<file path="config.mk">
export PLATFORM = sky130hd
export DESIGN_NAME = level_generator
export DESIGN_NICKNAME = d
export VERILOG_FILES = /design/src/rtl/level_generator.sv
export SDC_FILE = /design/constraint.sdc
export NUM_CORES = 1
export LEC_CHECK = 0
export CAP_MARGIN = 20
export CORE_ASPECT_RATIO = 0.7
export CORE_MARGIN = 1
export CORE_UTILIZATION = 57
export DETAILED_ROUTE_END_ITERATION = 6
export GPL_ROUTABILITY_DRIVEN = 0
export PLACE_DENSITY_LB_ADDON = 0.05
export SLEW_MARGIN = 20
export SYNTH_ARGS = -nofsm -noshare
export SYNTH_HDL_FRONTEND = slang
export SYNTH_SLANG_ARGS = --single-unit
</file>
<file path="constraint.sdc">
create_clock -name clk -period 4.56 [get_ports clk]
set_clock_uncertainty 0.1 [all_clocks]
set_input_delay 0.912 -clock clk [delete_from_list [all_inputs] [get_ports clk]]
set_output_delay 0.912 -clock clk [all_outputs]
set_load 0.02 [all_outputs]
</file>
<file path="src/rtl/level_generator.sv">
// Simon-style level source: fills a random one-hot note sequence from a free-running
// LFSR on new_game, then exposes a prefix that grows by one note per level_won.
module level_generator #(
  parameter int          MAX_NOTES = 4,
  parameter int          START_LEN = 1,
  parameter logic [15:0] SEED      = 16'hACE1
) (
  input  logic                   clk,
  input  logic                   reset,
  input  logic                   new_game,
  input  logic                   level_won,
  output logic [4*MAX_NOTES-1:0] level_data,
  output logic [3:0]             level_length,
  output logic                   level_valid,
  output logic                   game_complete
);

  localparam logic [3:0]  LAST_SLOT   = 4'(MAX_NOTES - 1);
  localparam logic [3:0]  MAX_LEN     = 4'(MAX_NOTES);
  localparam logic [3:0]  START_LEN_L = 4'(START_LEN);
  localparam logic [15:0] LFSR_MASK   = 16'hB400;

  typedef enum logic [1:0] {IDLE, GEN, READY, DONE} state_t;

  state_t      state;
  state_t      state_nxt;
  logic [15:0] lfsr;
  logic [3:0]  slot;
  logic [3:0]  note;

  // Galois right-shift step; a nonzero seed never reaches the all-zero state
  function automatic logic [15:0] lfsr_step(input logic [15:0] v);
    lfsr_step = (v >> 1) ^ (v[0] ? LFSR_MASK : 16'h0000);
  endfunction

  function automatic logic [3:0] note_of(input logic [1:0] idx);
    note_of = 4'b0001 << idx;
  endfunction

  assign note = note_of(lfsr[1:0]);

  always_ff @(posedge clk or posedge reset) begin
    if (reset) state <= IDLE;
    else       state <= state_nxt;
  end

  always_comb begin
    state_nxt = state;
    if (new_game) begin
      state_nxt = GEN;
    end else begin
      case (state)
        GEN:     if (slot == LAST_SLOT) state_nxt = READY;
        READY:   if (level_won && (level_length == MAX_LEN)) state_nxt = DONE;
        default: state_nxt = state;
      endcase
    end
  end

  always_ff @(posedge clk or posedge reset) begin
    if (reset) begin
      lfsr          <= SEED;
      slot          <= 4'd0;
      level_data    <= '0;
      level_length  <= 4'd0;
      level_valid   <= 1'b0;
      game_complete <= 1'b0;
    end else begin
      // The LFSR runs in every state so new_game timing picks the sequence
      lfsr <= lfsr_step(lfsr);
      if (new_game) begin
        slot          <= 4'd0;
        level_data    <= '0;
        level_length  <= START_LEN_L;
        level_valid   <= 1'b0;
        game_complete <= 1'b0;
      end else begin
        case (state)
          GEN: begin
            for (int k = 0; k < MAX_NOTES; k++) begin
              if (slot == 4'(k)) level_data[4*MAX_NOTES-1-4*k -: 4] <= note;
            end
            slot <= slot + 4'd1;
            if (slot == LAST_SLOT) level_valid <= 1'b1;
          end
          READY: begin
            if (level_won) begin
              if (level_length < MAX_LEN) begin
                level_length <= level_length + 4'd1;
              end else begin
                level_valid   <= 1'b0;
                game_complete <= 1'b1;
              end
            end
          end
          default: ;
        endcase
      end
    end
  end

endmodule

</file>
After elaboration in Yosys (flattened, before gate mapping)
Cells that the tools add are included.
- equality and inequality tests: 11
- reduce and logical (&&, ||, !) cells: 19
- order comparisons: 1
- multiplexer cells: 26
- bitwise logic cells: 1
- shift-type cells: 1
- add/sub/neg operators: 2
- operator list (operator ; number):
    $mux 16 ; 3
    $mux 4 ; 10
    $reduce_bool 2->1 ; 8
    $xor 15x16->16 ; 1
    $ne 3x3->1 const B ; 4
    $reduce_and 3->1 ; 3
    $add 4x1->4 const B ; 2
    $eq 4x2->1 const B ; 2
    $mux 1 ; 8
    $reduce_and 2->1 ; 4
    $mux 2 ; 3
    $eq 4x1->1 const B ; 1
    $eq 4x3->1 const B ; 1
    $logic_not 4->1 ; 1
    $lt 4x3->1 const B ; 1
    $pmux 2 s2 ; 1
    $reduce_and 4->1 ; 1
    $shl 1x2->4 const A ; 1
    $reduce_bool 3->1 ; 1
    $eq 2x1->1 const B ; 1
    $eq 2x2->1 const B ; 1
    $ne 2x2->1 const B ; 1
    $pmux 1 s2 ; 1
    $logic_and 1x1->1 ; 1
- output and inout bits: 22
- bits of input ports: 4
- bits in registers: 44
- word-level logic and storage cells: 71

Logic depth before layout (Yosys ltp)
- depth in word-level cells: 5
- gate-level depth with buffers: 5
- depth with buffers taken out: 4

Worst setup path after synthesis
OpenSTA, ideal clock, no wires.
- kind: input to register
- start point: input level_won
- end point: register state[0]
- data required time: 4336 ps
- path slack: 2790 ps
- stages on the path: 3
- setup time: 124 ps
- path buffers: 0
- data arrival time: 1546 ps
- cells stage by stage: and4bb_2 and3_1 a211o_1
- longest elaborated chain between the ends: 3
- RTL lines (element ; RTL line ; text):
    start: declaration ; 11 ; input logic level_won,
    $logic_and 1x1->1 ; 54 ; READY: if (level_won && (level_length == MAX_LEN)) state_nxt = DONE;
    $ne 3x3->1 (no line) ; -- ;
    $reduce_and 3->1 (no line) ; -- ;
    end signal: assignment ; 44 ; else state <= state_nxt;
    end: declaration ; 25 ; state_t state;
Every way passes these cells.
A chain may end at the register's enable or synchronous reset.

Worst setup path in the final report
- start point: register level_length[2]
- end point: output level_length[2]
- RTL lines (element ; RTL line ; text):
    start: declaration ; 13 ; output logic [3:0] level_length,
    start signal: assignment ; 89 ; level_length <= level_length + 4'd1;
No word-level cell between the ends.

==> results by stage <==
Status:
- The flow ran to the end, and the final reports show no timing, DRC or antenna violations.

Timing:
- Setup total negative slack on the finished layout was measured at 0 ps.
- The worst slew margin relative to its limit is 0.586.
- The smallest clock period supported by the final layout is computed as 2370 ps.
- Of the available clock period, the critical path in the final layout requires 0.521.
- Setup repair after global routing left no endpoint under its margin.
- Setup violations remaining at the end of the flow were counted as 0.
- The count of endpoints failing hold in the final timing report was 0.
- The final max-slew violation count is 0.
- The top achievable clock speed is 0.421 GHz.
- The transition time at the pin with the least slew margin is 612 ps.
- In the post-route analysis, the smallest setup slack over all paths is 2190 ps.

Route:
- The detailed router placed 1063 vias in this run.
- The violation count after the first detailed-route iteration is 43.
- The post-route met1 wirelength is 1.54 mm.
- The highest layer used for signal routing is met4.
- The first-pass iteration count of the detailed router is 3.
- The detailed-route wire length per cell is 15.4 um.
- Wire segments on met2 add up to 1.46 mm in the final route.
- The detail route stage leaves a number of antenna-violating nets equal to 0.
- Using the TritonRoute via totals, the vias-per-cell ratio works out to 5.26.
- Wire segments on met3 add up to 112 um in the final route.
- The final layout contains routed wiring with a total length of 3.12 mm.
- For this run, design rule violations remaining after detail routing come to 0.

Critical path:
- The endpoint identified for the worst register-to-register timing path is level_data[11]$_DFFE_PP0P_.
- The worst flop-to-flop path startpoint is state[1]$_DFFE_PP0P_.
- The most critical setup path has its startpoint at level_length[2]$_DFFE_PP0P_.
- STA puts the critical path data required time at 3550 ps.
- The critical setup path kind is register to primary output.
- STA classifies the critical path endpoint as a primary output.
- The setup check on the worst reg-to-reg path leaves a slack of 2770 ps.
- For the worst setup path, the data arrival time is 1360 ps.
- For the worst flop-to-flop path, the logic depth is 3.
- Along the worst path, the maximum fanout reaches 6.
- Walking the worst path, the cells encountered are clkdlybuf4s50_1.
- The largest individual stage delay along the critical path comes from the cell sky130_fd_sc_hd__clkdlybuf4s50_1.
- The largest single stage delay on the critical path is 640 ps.
- Together, buffers and inverters on the worst path number 1.
- The worst setup path is launched from a register.
- On the critical path the largest part of the delay comes from buffers and inverters.

Logic synthesis:
- The number of distinct library cells after synthesis is 28.
- The share of synthesized registers carrying an async set or reset is 1.00.
- Of the post-synthesis cell area, the dominant cell type holds 0.504.
- The Yosys warning count is 0.
- After technology mapping, the gate count stands at 136.
- The number of nets in the synthesized netlist is 146.
- The compound-cell area share of the yosys netlist is 0.0273.
- Of the post-synthesis cell area, the part taken by muxes is 0.107.
- After synthesis, the mean cell area works out to 13.1 um2.
- The share of the yosys chip area belonging to registers is 0.621.
- Summed over all instances, the cell type with the most area after synthesis is sky130_fd_sc_hd__dfrtp_1.
- Of the total synthesized cell area, the portion taken by AND, OR, NAND and NOR gates is 0.146.
- The cell with the most instances after synthesis is sky130_fd_sc_hd__dfrtp_1.
- In the synthesized netlist, the cells that appear most often are 36 x sky130_fd_sc_hd__dfrtp_1, 18 x sky130_fd_sc_hd__mux2i_1, 16 x sky130_fd_sc_hd__nand2b_1.
- The number of synthesized flops with an enable pin is 0.
- After synthesis, the largest family of logic cells by area is simple AND/OR/NAND/NOR gates.
- In the synthesized netlist the dominant register cell turns out to be sky130_fd_sc_hd__dfrtp_1.
- The fraction of the mapped netlist area in adder cells is 0.0420.
- Ranked by total cell area, the synthesized netlist is headed by sky130_fd_sc_hd__dfrtp_1 50%, sky130_fd_sc_hd__dfstp_2 12%, sky130_fd_sc_hd__mux2i_1 10%, sky130_fd_sc_hd__nand2b_1 5.6%, sky130_fd_sc_hd__ha_1 4.2%.
- The xor and xnor area share after synthesis is 0.0245.
- The mapped netlist covers 0.00179 mm2.
- Synthesis inferred 44 register bits.

Global routing:
- Across every metal layer, demand over resource in global routing totals 0.227.
- The wire length of the first global-routing pass is 5.29 mm.
- Entering global routing, the biggest net connects 45 pins.
- The number of antenna violations at the first check in global routing came to 0.
- The number of global-route vias before repair came to 1089.
- Summed over all layers, the global routing overflow is 0.

Finish:
- The fraction of layout instances using a drive strength above 1 is 0.139.
- In the final layout, the multi-input gates occupy 621 um2.
- Fill cells in the final layout number 169.
- The growth of design area from synthesis to finish is 24.8%.
- The number of nets in the layout is 175.
- The antenna diode count is 0.
- The share of the core filled with cells in the final layout is 0.774.
- The register area is 0.00111 mm2.

Place:
- Buffers placed on the I/O ports in this run total 25.
- The worst slack at placement is 2120 ps.
- The detailed placer's ending HPWL is 2.13 mm.

Clock tree:
- The number of buffers inserted for hold repair after clock tree synthesis is 0.
- The CTS tree is yes.
- Once the clock tree was built, the resizer swapped 0 gates to a different size.
- The total CTS buffers is 5.
- The total setup buffers inserted after CTS is 0.
- Clock-pin slew was measured on the worst setup and hold paths at 80 ps.
- In this run the clock root is driven by a sky130_fd_sc_hd__clkbuf_8.
- The clock sink count is 44.
- The number of buffers on the longest clock path is 2.
- The H-tree depth is 2.
- The later pin in the worst-skew pair is clocked with a latency of 290 ps.

Worst hold path:
- The number of cells on the worst hold path is 0.
- The hold-critical path endpoint is lfsr[2]$_DFF_PP0_.
- The class of the most critical hold timing path is register to register.
- The worst hold path begins at lfsr[3]$_DFF_PP0_.

Floorplanning:
- The chip width is 68.9 um.
- Row generation in the floorplan step produced 16 rows.
- The die covers 0.00337 mm2.
- The initial utilization of the core area, before any placement, comes to 0.620.
- In this run the count of I/O pins placed on the die edge is 26.
- In this run the vertical extent of the chip is 48.9 um.
- The region available for standard cell placement spans 0.00288 mm2.

Power and ir drop:
- The fraction of power consumed by combinational cells is 0.207.
- In this run the power spent charging and discharging nets is 0.276 mW.
- For this design the static power due to leakage is 1.09 nW.
- Internal power comes to 0.793 mW.
- For this design the ratio of total power to cell area is 479 mW/mm2.
- The maximum vdd drop is 0.312 mV.
- Of the total power, registers draw 0.418.
- Of the total power, the clock network draws 0.375.
- The share of total power consumed by net switching is 0.258.

Flow run:
- The max capacitance violation total is 0.
power by group through the flow:
stage / Sequential, mW / Clock, mW / Combinational, mW
2_1_floorplan: 0.467 / 0 / 0.139
3_3_place_gp: 0.453 / 0 / 0.213
3_5_place_dp: 0.454 / 0 / 0.222
4_1_cts: 0.446 / 0.406 / 0.224
5_1_grt: 0.451 / 0.426 / 0.242
6_report: 0.447 / 0.401 / 0.221
logic make-up after synthesis:
logic type	count (synthesis)
fa+ha+maj	6
simple gates	42
xor+xnor	5
mux	19
buf+inv	13
compound gates	7
flops	44
cell usage in the layout, fill, tap and decap left out, drive strengths merged, types with 3 or more instances in the layout:
cell / instances
a21oi: 3
nor2: 7
nand2: 3
nor2b: 4
clkbuf: 5
dfrtp: 36
inv: 8
ha: 6
mux2i: 18
xor2: 4
nand2b: 16
bufinv: 3
clkdlybuf4s50: 25
dfstp: 8
flip-flops by register name (all words and copies together), names as in the netlist:
register,cells
lfsr,16
level_valid,1
game_complete,1
state,2
level_length,4
level_data,16
slot,4
final cells by class:
cell class / count / area share
Clock buffer: 5 / 0.0308
Clock inverter: 3 / 0.0404
Inverter: 8 / 0.0135
Multi-Input combinational cell: 79 / 0.278
Sequential cell: 44 / 0.498
Tap cell: 36 / 0.0202
Timing Repair Buffer: 27 / 0.119
routing by layer:
layer,GRT usage,vias to the layer above
met1,0.323,537
met3,0.0911,2
met4,0.0544,0
met2,0.328,18
met5,0,-
li1,-,506
stage by stage:
step	hold WS (ps)	std cells	cell area (um2)	total power, mW
floorplan	231	136	1790	0.606
global placement	237	194	2070	0.666
detailed placement	238	194	2070	0.676
CTS	263	202	2230	1.08
global route	267	202	2230	1.12
finish	262	202	2230	1.07
worst max-delay path by stage:
stage                           endpoint  slack [ps]  depth (start not counted)
2_1_floorplan  game_complete$_DFFE_PP0P_        2530                          1
3_3_place_gp   level_data[6]$_DFFE_PP0P_        2180                          4
3_5_place_dp   level_data[6]$_DFFE_PP0P_        2120                          4
4_1_cts                  level_length[2]        2170                          1
5_1_grt                  level_length[2]        2110                          1
6_report                 level_length[2]        2190                          1
(Power assumes the default switching activity.)
